[config.mk]
export PLATFORM = sky130hd
export DESIGN_NAME = branch_resolve_ctrl
export DESIGN_NICKNAME = d
export VERILOG_FILES = /design/src/rtl/branch_resolve_ctrl_pkg.sv /design/src/rtl/branch_resolve_ctrl_sat_counter.sv /design/src/rtl/branch_resolve_ctrl.sv
export SDC_FILE = /design/constraint.sdc
export NUM_CORES = 1
export LEC_CHECK = 0
export ABC_AREA = 1
export CAP_MARGIN = 20
export CORE_MARGIN = 2
export CORE_UTILIZATION = 40
export CTS_CLUSTER_DIAMETER = 120
export CTS_CLUSTER_SIZE = 20
export DETAILED_ROUTE_END_ITERATION = 8
export GPL_TIMING_DRIVEN = 0
export PLACE_DENSITY = 0.86
export SKIP_LAST_GASP = 1
export SLEW_MARGIN = 20
export SYNTH_ARGS = -nofsm -noshare
export SYNTH_HDL_FRONTEND = slang
export SYNTH_SLANG_ARGS = --single-unit
[constraint.sdc]
create_clock -name clk -period 2.6 [get_ports clk]
set_clock_uncertainty 0.15 [all_clocks]
set_input_delay 0.78 -clock clk [delete_from_list [all_inputs] [get_ports clk]]
set_output_delay 0.78 -clock clk [all_outputs]
set_load 0.01 [all_outputs]
[src/rtl/branch_resolve_ctrl_pkg.sv]
// Shared definitions for the branch-resolve controller, also used by the fetch
// and top-level pipeline: FSM state encoding and default widths.
package branch_resolve_ctrl_pkg;

    typedef enum logic {
        RUN    = 1'b0,
        SHADOW = 1'b1
    } brc_state_e;

    localparam int BRC_ADDR_W = 10;
    localparam int BRC_CNT_W  = 16;
    localparam int BRC_SC_W   = 3;

endpackage

[src/rtl/branch_resolve_ctrl_sat_counter.sv]
// Saturating up-counter that adds 0, 1 or 2 per cycle and sticks at all-ones.
module sat_counter #(
    parameter int WIDTH = 16
) (
    input  logic             clk,
    input  logic             rst,
    input  logic [1:0]       inc,
    output logic [WIDTH-1:0] count
);

    logic [WIDTH-1:0] count_d, count_q;
    logic [WIDTH:0]   sum;

    // The extra sum bit is set exactly when the increment would pass all-ones.
    always_comb begin
        sum     = {1'b0, count_q} + {{(WIDTH-1){1'b0}}, inc};
        count_d = sum[WIDTH] ? {WIDTH{1'b1}} : sum[WIDTH-1:0];
    end

    always_ff @(posedge clk or negedge rst) begin
        if (!rst) begin
            count_q <= '0;
        end else begin
            count_q <= count_d;
        end
    end

    assign count = count_q;

endmodule

[src/rtl/branch_resolve_ctrl.sv]
// Resolves both MEM-stage branch slots: redirects fetch, flushes the front end,
// trains the predictor and keeps saturating branch/mispredict statistics.
module branch_resolve_ctrl
    import branch_resolve_ctrl_pkg::*;
#(
    parameter int ADDR_W     = BRC_ADDR_W,
    parameter int SHADOW_CYC = 1,
    parameter int CNT_W      = BRC_CNT_W
) (
    input  logic              clk,
    input  logic              rst,
    input  logic              br1_valid,
    input  logic              br1_taken,
    input  logic              br1_pred,
    input  logic [ADDR_W-1:0] br1_target,
    input  logic [ADDR_W-1:0] br1_fallthru,
    input  logic              br2_valid,
    input  logic              br2_taken,
    input  logic              br2_pred,
    input  logic [ADDR_W-1:0] br2_target,
    input  logic [ADDR_W-1:0] br2_fallthru,
    output logic              correct_en,
    output logic [ADDR_W-1:0] correction,
    output logic              flush_IFID,
    output logic              flush_IDEX,
    output logic              squash2_MEM,
    output logic              squash_MEM,
    output logic              upd1_en,
    output logic [ADDR_W-1:0] upd1_pc,
    output logic              upd1_taken,
    output logic              upd2_en,
    output logic [ADDR_W-1:0] upd2_pc,
    output logic              upd2_taken,
    output logic [CNT_W-1:0]  branch_cnt,
    output logic [CNT_W-1:0]  mispred_cnt
);

    brc_state_e           state_d, state_q;
    logic [BRC_SC_W-1:0]  sc_d, sc_q;
    logic                 mp1, mp2;
    logic [1:0]           br_inc, mp_inc;

    // Slot 1 is older, so its mispredict hides anything slot 2 reports.
    assign mp1 = br1_valid & (br1_taken != br1_pred);
    assign mp2 = br2_valid & (br2_taken != br2_pred) & ~mp1;

    always_comb begin
        state_d     = state_q;
        sc_d        = sc_q;
        correct_en  = 1'b0;
        correction  = '0;
        flush_IFID  = 1'b0;
        flush_IDEX  = 1'b0;
        squash2_MEM = 1'b0;
        squash_MEM  = 1'b0;
        upd1_en     = 1'b0;
        upd1_pc     = '0;
        upd1_taken  = 1'b0;
        upd2_en     = 1'b0;
        upd2_pc     = '0;
        upd2_taken  = 1'b0;
        br_inc      = 2'd0;
        mp_inc      = 2'd0;

        if (rst) begin
            case (state_q)
                RUN: begin
                    upd1_en    = br1_valid;
                    upd1_pc    = br1_fallthru - ADDR_W'(1);
                    upd1_taken = br1_taken;
                    upd2_en    = br2_valid & ~mp1;
                    upd2_pc    = br2_fallthru - ADDR_W'(1);
                    upd2_taken = br2_taken;
                    br_inc     = {1'b0, br1_valid} + {1'b0, br2_valid & ~mp1};
                    mp_inc     = {1'b0, mp1 | mp2};

                    if (mp1) begin
                        correct_en  = 1'b1;
                        correction  = br1_taken ? br1_target : br1_fallthru;
                        flush_IFID  = 1'b1;
                        flush_IDEX  = 1'b1;
                        squash2_MEM = 1'b1;
                    end else if (mp2) begin
                        correct_en  = 1'b1;
                        correction  = br2_taken ? br2_target : br2_fallthru;
                        flush_IFID  = 1'b1;
                        flush_IDEX  = 1'b1;
                    end

                    if (mp1 | mp2) begin
                        state_d = SHADOW;
                        sc_d    = BRC_SC_W'(SHADOW_CYC - 1);
                    end
                end
                SHADOW: begin
                    squash_MEM  = 1'b1;
                    squash2_MEM = 1'b1;
                    if (sc_q == '0) begin
                        state_d = RUN;
                    end else begin
                        sc_d = sc_q - BRC_SC_W'(1);
                    end
                end
                default: begin
                    state_d = RUN;
                    sc_d    = '0;
                end
            endcase
        end
    end

    always_ff @(posedge clk or negedge rst) begin
        if (!rst) begin
            state_q <= RUN;
            sc_q    <= '0;
        end else begin
            state_q <= state_d;
            sc_q    <= sc_d;
        end
    end

    sat_counter #(.WIDTH(CNT_W)) u_branch_cnt (
        .clk   (clk),
        .rst   (rst),
        .inc   (br_inc),
        .count (branch_cnt)
    );

    sat_counter #(.WIDTH(CNT_W)) u_mispred_cnt (
        .clk   (clk),
        .rst   (rst),
        .inc   (mp_inc),
        .count (mispred_cnt)
    );

endmodule

# Yosys cells after proc, flatten, opt, wreduce, memory -nomap -nowiden
# Index checks and enable logic that the tools add are counted.
# W data, S select, Z words.
[totals] in_bits=48 ff_bits=36 out_inout_bits=71
[op_classes] muxes=39 n_bitwise=7 addsub=6 eq_ne=4 n_reduce_logical=2
[ops] operator="$mux W10" count=10
[ops] operator="$mux W16" count=2
[ops] operator="$mux W1" count=20
[ops] operator="$sub A10 B1 Y10 const B" count=2
[ops] operator="$add A16 B1 Y17" count=1
[ops] operator="$add A16 B2 Y17" count=1
[ops] operator="$mux W3" count=2
[ops] operator="$pmux W3 S2" count=1
[ops] operator="$and A1 B1 Y1" count=4
[ops] operator="$mux W2" count=2
[ops] operator="$ne A2 B2 Y1 const B" count=2
[ops] operator="$pmux W1 S2" count=2
[ops] operator="$logic_not A3 Y1" count=1
[ops] operator="$reduce_and A3 Y1" count=1
[ops] operator="$sub A3 B1 Y3 const B" count=1
[ops] operator="$add A1 B1 Y2" count=1
[ops] operator="$ne A1 B1 Y1" count=2
[ops] operator="$not A1 Y1" count=2
[ops] operator="$or A1 B1 Y1" count=1

# Depth between registers and ports, before layout
# Gate-level depths: netlist (run 1).
[depth] ltp_word=9 ltp_mapped=20

# Cells and area by module
# Synthesis (run 1) repeated with hierarchy kept, for this count alone.
[hier_totals] cells_unflattened=477 hier_area_um2=3159.3
[modules_own_cells] module="branch_resolve_ctrl" cells_each=237 instances=1 area_per_inst_um2=1247.4
[modules_own_cells] module="sat_counter at u_mispred_cnt" cells_each=121 instances=1 area_per_inst_um2=957.2
[modules_own_cells] module="sat_counter at u_branch_cnt" cells_each=119 instances=1 area_per_inst_um2=954.7

# Worst setup path before layout (run 1)
# OpenSTA, ideal clock, no wires.
[synth_path] kind="input to register" from="input port br1_taken" to="register u_branch_cnt.count_q[10] (netlist: u_branch_cnt.count[10])" path_slack_ns=-0.707 cell_stages=18 arrival_time_ns=3.085 path_buffers=2 setup_time_ns=0.073 t_required_ns=2.377 cell_sequence="buf_4 inv_2 nand2_1 nand3_2 buf_4 nand2_1 inv_1 ha_1 nand2_1 nor2_1 ha_1 inv_1 fa_1 inv_1 nand3_1 nor2_2 nand3_1 nand3_1"
[synth_via] elab_chain_cells=9
[synth_rtl] item="start: declaration" line_no="branch_resolve_ctrl.sv:13" rtl="input logic br1_taken,"
[synth_rtl] item="$ne A1 B1 Y1" line_no="branch_resolve_ctrl.sv:44" rtl="assign mp1 = br1_valid & (br1_taken != br1_pred);"
[synth_rtl] item="$and A1 B1 Y1" line_no="branch_resolve_ctrl.sv:44"
[synth_rtl] item="$not A1 Y1" line_no="branch_resolve_ctrl.sv:74" rtl="br_inc = {1'b0, br1_valid} + {1'b0, br2_valid & ~mp1};"
[synth_rtl] item="$and A1 B1 Y1" line_no="branch_resolve_ctrl.sv:74"
[synth_rtl] item="$add A1 B1 Y2" line_no="branch_resolve_ctrl.sv:74"
[synth_rtl] item="$mux W2" line_no="branch_resolve_ctrl.sv:66" rtl="case (state_q)"
[synth_rtl] item="$mux W2" line_no="branch_resolve_ctrl.sv:65" rtl="if (rst) begin"
[synth_rtl] item="$add A16 B2 Y17" line_no="branch_resolve_ctrl_sat_counter.sv:16" rtl="sum = {1'b0, count_q} + {{(WIDTH-1){1'b0}}, inc};"
[synth_rtl] item="$mux W16" line_no="branch_resolve_ctrl_sat_counter.sv:17" rtl="count_d = sum[WIDTH] ? {WIDTH{1'b1}} : sum[WIDTH-1:0];"
[synth_rtl] item="net u_branch_cnt.count_d[10]" line_no="branch_resolve_ctrl_sat_counter.sv:11" rtl="logic [WIDTH-1:0] count_d, count_q;"
[synth_rtl] item="end signal: assignment" line_no="branch_resolve_ctrl_sat_counter.sv:24" rtl="count_q <= count_d;"
[synth_rtl] item="end: declaration" line_no="branch_resolve_ctrl_sat_counter.sv:11"
# The timed path passes the listed nets, and every way through them passes these cells.
# A chain may end at the register's enable or synchronous reset.

# Worst setup path after layout (run 1)
[layout_path] from="input port br1_taken" to="register u_branch_cnt.count_q[8] (netlist: u_branch_cnt.count[8])"
# Same word-level chain as after synthesis.

==> results.json, run 1 <==
{
  "initial_utilization_pct": 40.76,
  "rsz0062_at_grt": "true",
  "drt-pass1-iter-count": 5,
  "dp_slack_ns": -1.262,
  "die_area_um2": 7971,
  "hold_violations": 0,
  "syn_avg_cell_area_um2": 6.243,
  "yosys.cell_count.top_type": "nand2_1",
  "crit_fanout": 8,
  "drive_gt1_share_pct": 43.70,
  "clk_latency_ns": 0.29,
  "worst_pin_slew_ns": 0.7609,
  "drt-initial-drc-count": 182,
  "slew_headroom_pct": 48.89,
  "cts_made_buffers": 5,
  "drv_cap": 0,
  "yosys_warnings": 0,
  "critPathKind": "in -> reg",
  "fmax_mhz": 337.6,
  "antenna_found_initial": 0,
  "routed_wl_um": 12160,
  "placed_cell_area_um2": 4360,
  "die_y_um": 89.28,
  "antenna_left": 0,
  "p_comb_share_pct": 55.5,
  "status": "finished with violations",
  "pwr-share-clk_pct": 15.5,
  "portBuffers": 117,
  "min_period_ns": 2.962,
  "cp-start-kind": "input port",
  "grt_pass1_vias": 3584,
  "clock-sinks": 36,
  "synth_flop_cell": "dfrtp_1",
  "yosysUniqueCellTypes": 25,
  "cts_max_level": 2,
  "power_leakage_uw": 0.002649,
  "grt_remaining_overflow": 0,
  "endpoint_kind": "flop",
  "area_growth_pct": 89.42,
  "synthTopCellsByArea": "dfrtp_1, nand2_1, nand3_1, inv_1, nor2_1",
  "path_clk_slew_ns": 0.07,
  "fin_crit_sh_pct": 113.9,
  "synth_top_area_share_pct": 30.97,
  "drcViolationCount": 0,
  "gp_congestion": 0.9195,
  "rows": 31,
  "synth-async-reset-ratio_pct": 100.0,
  "hold_path.class": "in -> async",
  "synth-seq-area-share_pct": 30.97,
  "tritoncts": "yes",
  "violations": "negative setup slack",
  "final_area_um2": 5510,
  "grt_max_degree": 17,
  "crit_required_ns": 2.67,
  "place_hpwl_um": 7166,
  "cts_max_path_buffers": 2,
  "n_antenna_cell": 0,
  "maxSlewViolCount": 0,
  "syn_nets": 524,
  "ys_top_cells_by_count": "nand2_1, nand3_1, inv_1, nor2_1, o21ai_0",
  "grt_pass1_wl_um": 16930,
  "routedWlPerCell_um": 16.04,
  "swShare_pct": 39.80,
  "ir_drop_mv": 0.4313,
  "synth_edf_count": 0,
  "p_int_uw": 1709,
  "cts_root_buffer": "clkbuf_8",
  "fin_ws_ns": -0.3623,
  "power_density_nw_per_um2": 515.2,
  "syn_area_um2": 2909,
  "vias": 3996,
  "nets": 717,
  "synthCells": 466,
  "p_switching_uw": 1130,
  "ioPinCount": 119,
  "core_um2": 7137,
  "crit_arrival_ns": 3.04,
  "seq_power_share_pct": 29.1,
  "gr-usage-all-layers_pct": 27.40,
  "yosys.area.top_type": "dfrtp_1",
  "fillers": 510,
  "setup_viol": 54,
  "die_x_um": 89.28,
  "synth_seq_cells": 36,
  "viasPerCell": 5.272
}
[per-layer routing]
layer	part of all wire, %	wire (um)	GRT usage [%]
met1	39	4684	34.06
met2	53	6416	47.68
met3	4.5	542	4.247
met4	4.2	515	10.58
met5	0	0	0
[final timing paths]
kind	start	end	slack, ns	cells past startpoint
setup / recovery	br1_taken	u_branch_cnt.count[8]	-0.36	18
hold / removal	rst	u_branch_cnt.count[11]	0.24	2
setup reg to reg	state_q	u_branch_cnt.count[8]	0.14	12
hold reg to reg	sc_q[1]	sc_q[1]	0.37	2
max in group asynchronous	rst	u_mispred_cnt.count[6]	1.62	3
min in group clk	sc_q[1]	sc_q[1]	0.37	2
[cell usage in the layout, fill, tap and decap left out, types with 17 or more instances in the layout]
master,n
buf_2,36
nor2_1,34
buf_6,38
buf_4,39
inv_1,37
nand2_1,122
o21ai_2,17
a21oi_2,17
clkdlybuf4s50_1,40
dfrtp_1,36
nand3_1,37
[cells by family after synthesis]
logic type               share of synthesized area (%)
flip-flops                                       30.97
AND/OR/NAND/NOR                                  41.38
adder cells (fa/ha/maj)                          4.559
buffers and inverters                            9.893
AO/OA/AOI/OAI                                    11.10
XOR/XNOR                                         2.108
[final cells by class]
cell class	instances	area, um2	area share, %
buffer	9	121.4	2.203
clock buffer	7	96.34	1.748
inverter	59	264.0	4.791
multi-input combinational	361	2327	42.23
sequential	36	900.9	16.35
tap	99	123.9	2.248
timing repair buffer	184	1650	29.95
timing repair inverter	3	26.28	0.4768
[critical path, stage by stage]
cell     delay, ns
buf_12        0.10
inv_8         0.03
nand2_4       0.06
nand3_4       0.07
buf_6         0.13
nand2_4       0.07
inv_4         0.04
ha_4          0.24
nand2_2       0.05
nor2_2        0.13
ha_2          0.20
inv_2         0.04
fa_2          0.36
inv_4         0.09
nand3_4       0.08
nor2_4        0.22
nand3_4       0.20
nand2_1       0.15
[metrics by stage]
step	TNS (ns)	cells	power (uW)	utilization [%]	hold slack, ns
final	-6.912	758	2839	77.21	0.2440
after global routing	-10.48	758	3002	77.21	0.2485
after CTS	-7.958	732	2609	70.93	0.2285
after detailed placement	-69.25	683	1918	61.10	0.3590
after global placement	-179.92	682	1887	60.89	0.3437
after floorplan	-7.750	466	1354	-	0.3256
[flip-flops by register name (all words and copies together) (netlist names)]
| name | flops |
|---|---|
| u_branch_cnt.count | 16 |
| u_mispred_cnt.count | 16 |
| sc_q | 3 |
| state_q | 1 |
[what timing repair did]
action | in CTS | in global routing
gates cloned | 5 | 2
hold buffers | 0 | 0
resized for setup | 368 | 125
setup buffers | 37 | 27
endpoints found under the setup margin | 71 | 63
pin swaps | 67 | 48
[power groups by stage]
| stage | clock [uW] | sequential [uW] | combinational (uW) |
|---|---|---|---|
| final | 439 | 825 | 1570 |
| after CTS | 444 | 810 | 1350 |
| after floorplan | 0 | 831 | 523 |
| after detailed placement | 0 | 817 | 1100 |
| after global placement | 0 | 812 | 1080 |
| after global routing | 466 | 841 | 1690 |
Note: power is estimated with default switching activity, not from simulation.
==> run 2, diff against run 1 <==
--- a/config.mk
+++ b/config.mk
@@ -19,3 +19,4 @@
 export SYNTH_ARGS = -nofsm -noshare
 export SYNTH_HDL_FRONTEND = slang
 export SYNTH_SLANG_ARGS = --single-unit
+export TNS_END_PERCENT = 100
==> results of run 2 <==
Final layout, timing and power as in run 1 (identical DEF).
==> RTL edit, RTL diff (settings of run 1) <==
The package constant `BRC_ADDR_W` goes from 10 to 8.
--- a/src/rtl/branch_resolve_ctrl_pkg.sv
+++ b/src/rtl/branch_resolve_ctrl_pkg.sv
@@ -7,7 +7,7 @@
         SHADOW = 1'b1
     } brc_state_e;
 
-    localparam int BRC_ADDR_W = 10;
+    localparam int BRC_ADDR_W = 8;
     localparam int BRC_CNT_W  = 16;
     localparam int BRC_SC_W   = 3;
 
Ports: changed (7 resized); port bits go from 119 to 105. No check against the original RTL was run, so the function may have changed too.
==> RTL edit against run 1 <==
The run still ends with negative setup slack left. Worst setup slack better by 0.10 ns. Final area down 14%. Sequential cell count unchanged. Total power down 14%. Combinational power down 23%. Wire length down 19%. Area after synthesis down 4.1%. Global-route usage down 2.9 points. Final cell count down 13%.
==> RTL edit: results (changes against run 1) <==
placed_design:
  placement.io_buffers: 102  # -13%
  dpl.hpwl_mm: 6.17  # -14%
  gp_routability_congestion: 0.930  # +1.1%
  detailed_place.area_um2: 3990  # -8.5%
grt:
  grtUsageMet1_pct: 30.8  # -3.3 points
  grt_first_pass_wirelength_mm: 15.1  # -11%
  grtUsageMet2_pct: 43.3  # -4.4 points
  grt_util_met3_pct: 3.51  # -0.74 points
  global_route.usage.total_pct: 24.5  # -2.9 points
  grt_start_max_net_pins: 16  # -1
  first_global_vias: 3240  # -9.6%
critical_path:
  cp_max_fo: 6  # -2
  slowest_stage_delay_on_critical_path_ns: 0.34  # -0.02 ns
timing:
  relSlewSlack_pct: 63.4  # +15 points
  timing.final.ws_setup_ns: -0.262  # +0.101 ns
  timing.final.setup_violations: 29  # -46%
synth:
  post_synth_most_frequent_cells: "sky130_fd_sc_hd__nand2_1 (112), sky130_fd_sc_hd__nor2_1 (55), sky130_fd_sc_hd__inv_1 (49)"
  ys_top_cells_by_area: "sky130_fd_sc_hd__dfrtp_1 (32%), sky130_fd_sc_hd__nand2_1 (15%), sky130_fd_sc_hd__nand3_1 (8.1%)"
  sequential_area_share_after_synthesis_pct: 32.3  # +1.3 points
  synthesis.nets: 473  # -9.7%
power:
  peakVddDrop_uv: 464  # +7.6%
  static-leakage-power_nw: 2.37  # -11%
route:
  first_iter_violations: 132  # -27%
  route.vias.total: 3449  # -14%
run_status:
  run_status: "finished, violations left"
  violated_checks: "negative setup slack"
cells_and_area:
  n_fill_cell: 501  # -1.8%
  layout-drive-gt1-share_pct: 37.2  # -6.5 points
## RTL edit: kinds of logic (layout without fill, tap and decap cells)
| logic type | count (synthesis) | in the layout | synth area share [%] |
|---|---|---|---|
| and+or+nand+nor | 250 | 250 | 40.6 |
| buffers and inverters | 70 | 230 | 10.3 |
| AOI/OAI and AO/OA | 44 | 44 | 7.98 |
| DFF | 36 | 36 | 32.3 |
| xor gates and xnor gates | 13 | 13 | 4.08 |
| adders and majority gates | 10 | 10 | 4.75 |
## RTL edit: report_power, final
part	switching [mW]	internal, mW	total, mW
Clock	0.202	0.216	0.418
Sequential	0.140	0.668	0.807
Combinational	0.608	0.602	1.21
## RTL edit: final cells by class
| class | instances | area, um^2 | area share [%] |
|---|---|---|---|
| timing repair buffer | 151 | 1320 | 27.7 |
| multi-input combinational | 317 | 1950 | 41.0 |
| inverter | 59 | 262 | 5.49 |
| buffer | 11 | 130 | 2.73 |
| clock buffer | 8 | 90.1 | 1.89 |
| tap | 80 | 100 | 2.10 |
| timing repair inverter | 1 | 5.00 | 0.105 |
| sequential | 36 | 901 | 18.9 |
## RTL edit: what timing repair did
item                                    CTS  global route
hold buffers                              0             0
buffers inserted                         27            20
resized for setup                       243           109
gates cloned                              3             3
hold endpoints to repair                  0             0
pin swaps                                63            35
endpoints found under the setup margin   65            64
## RTL edit: worst paths after layout
path	from	to	slack (ns)
worst max-delay path	br1_pred	u_branch_cnt.count[9]$_DFF_PN0_	-0.26
worst min-delay path	rst	u_branch_cnt.count[14]$_DFF_PN0_	0.22
worst max register to register	state_q$_DFFE_PN0P_	u_branch_cnt.count[9]$_DFF_PN0_	0.32
worst min register to register	sc_q[1]$_DFFE_PN0P_	sc_q[1]$_DFFE_PN0P_	0.37
max in group asynchronous	rst	sc_q[2]$_DFFE_PN0P_	1.51
min in group clk	sc_q[1]$_DFFE_PN0P_	sc_q[1]$_DFFE_PN0P_	0.37
## RTL edit: worst max-delay path, delay by kind of cell
family	cells	cell delay, ns
adder cells (fa/ha/maj)	3	0.77
buffers and inverters	7	0.61
AND/OR/NAND/NOR	9	0.76
## RTL edit: metrics by stage
step	TNS (ns)	cells	total power, mW	hold slack (ns)
finish	-4.37	663	2.43	0.223
global route	-6.78	663	2.60	0.217
CTS	-9.02	644	2.26	0.128
detailed placement	-53.22	606	1.80	0.359
global placement	-148.53	605	1.76	0.341
floorplan	-6.60	423	1.30	0.326
## RTL edit: per-layer routing
layer	share of wire [%]	up-vias	wire (um)
li1	-	1669	-
met1	41	1640	4000
met2	53	113	5200
met3	4.0	27	390
met4	2.6	0	253
met5	0	-	0
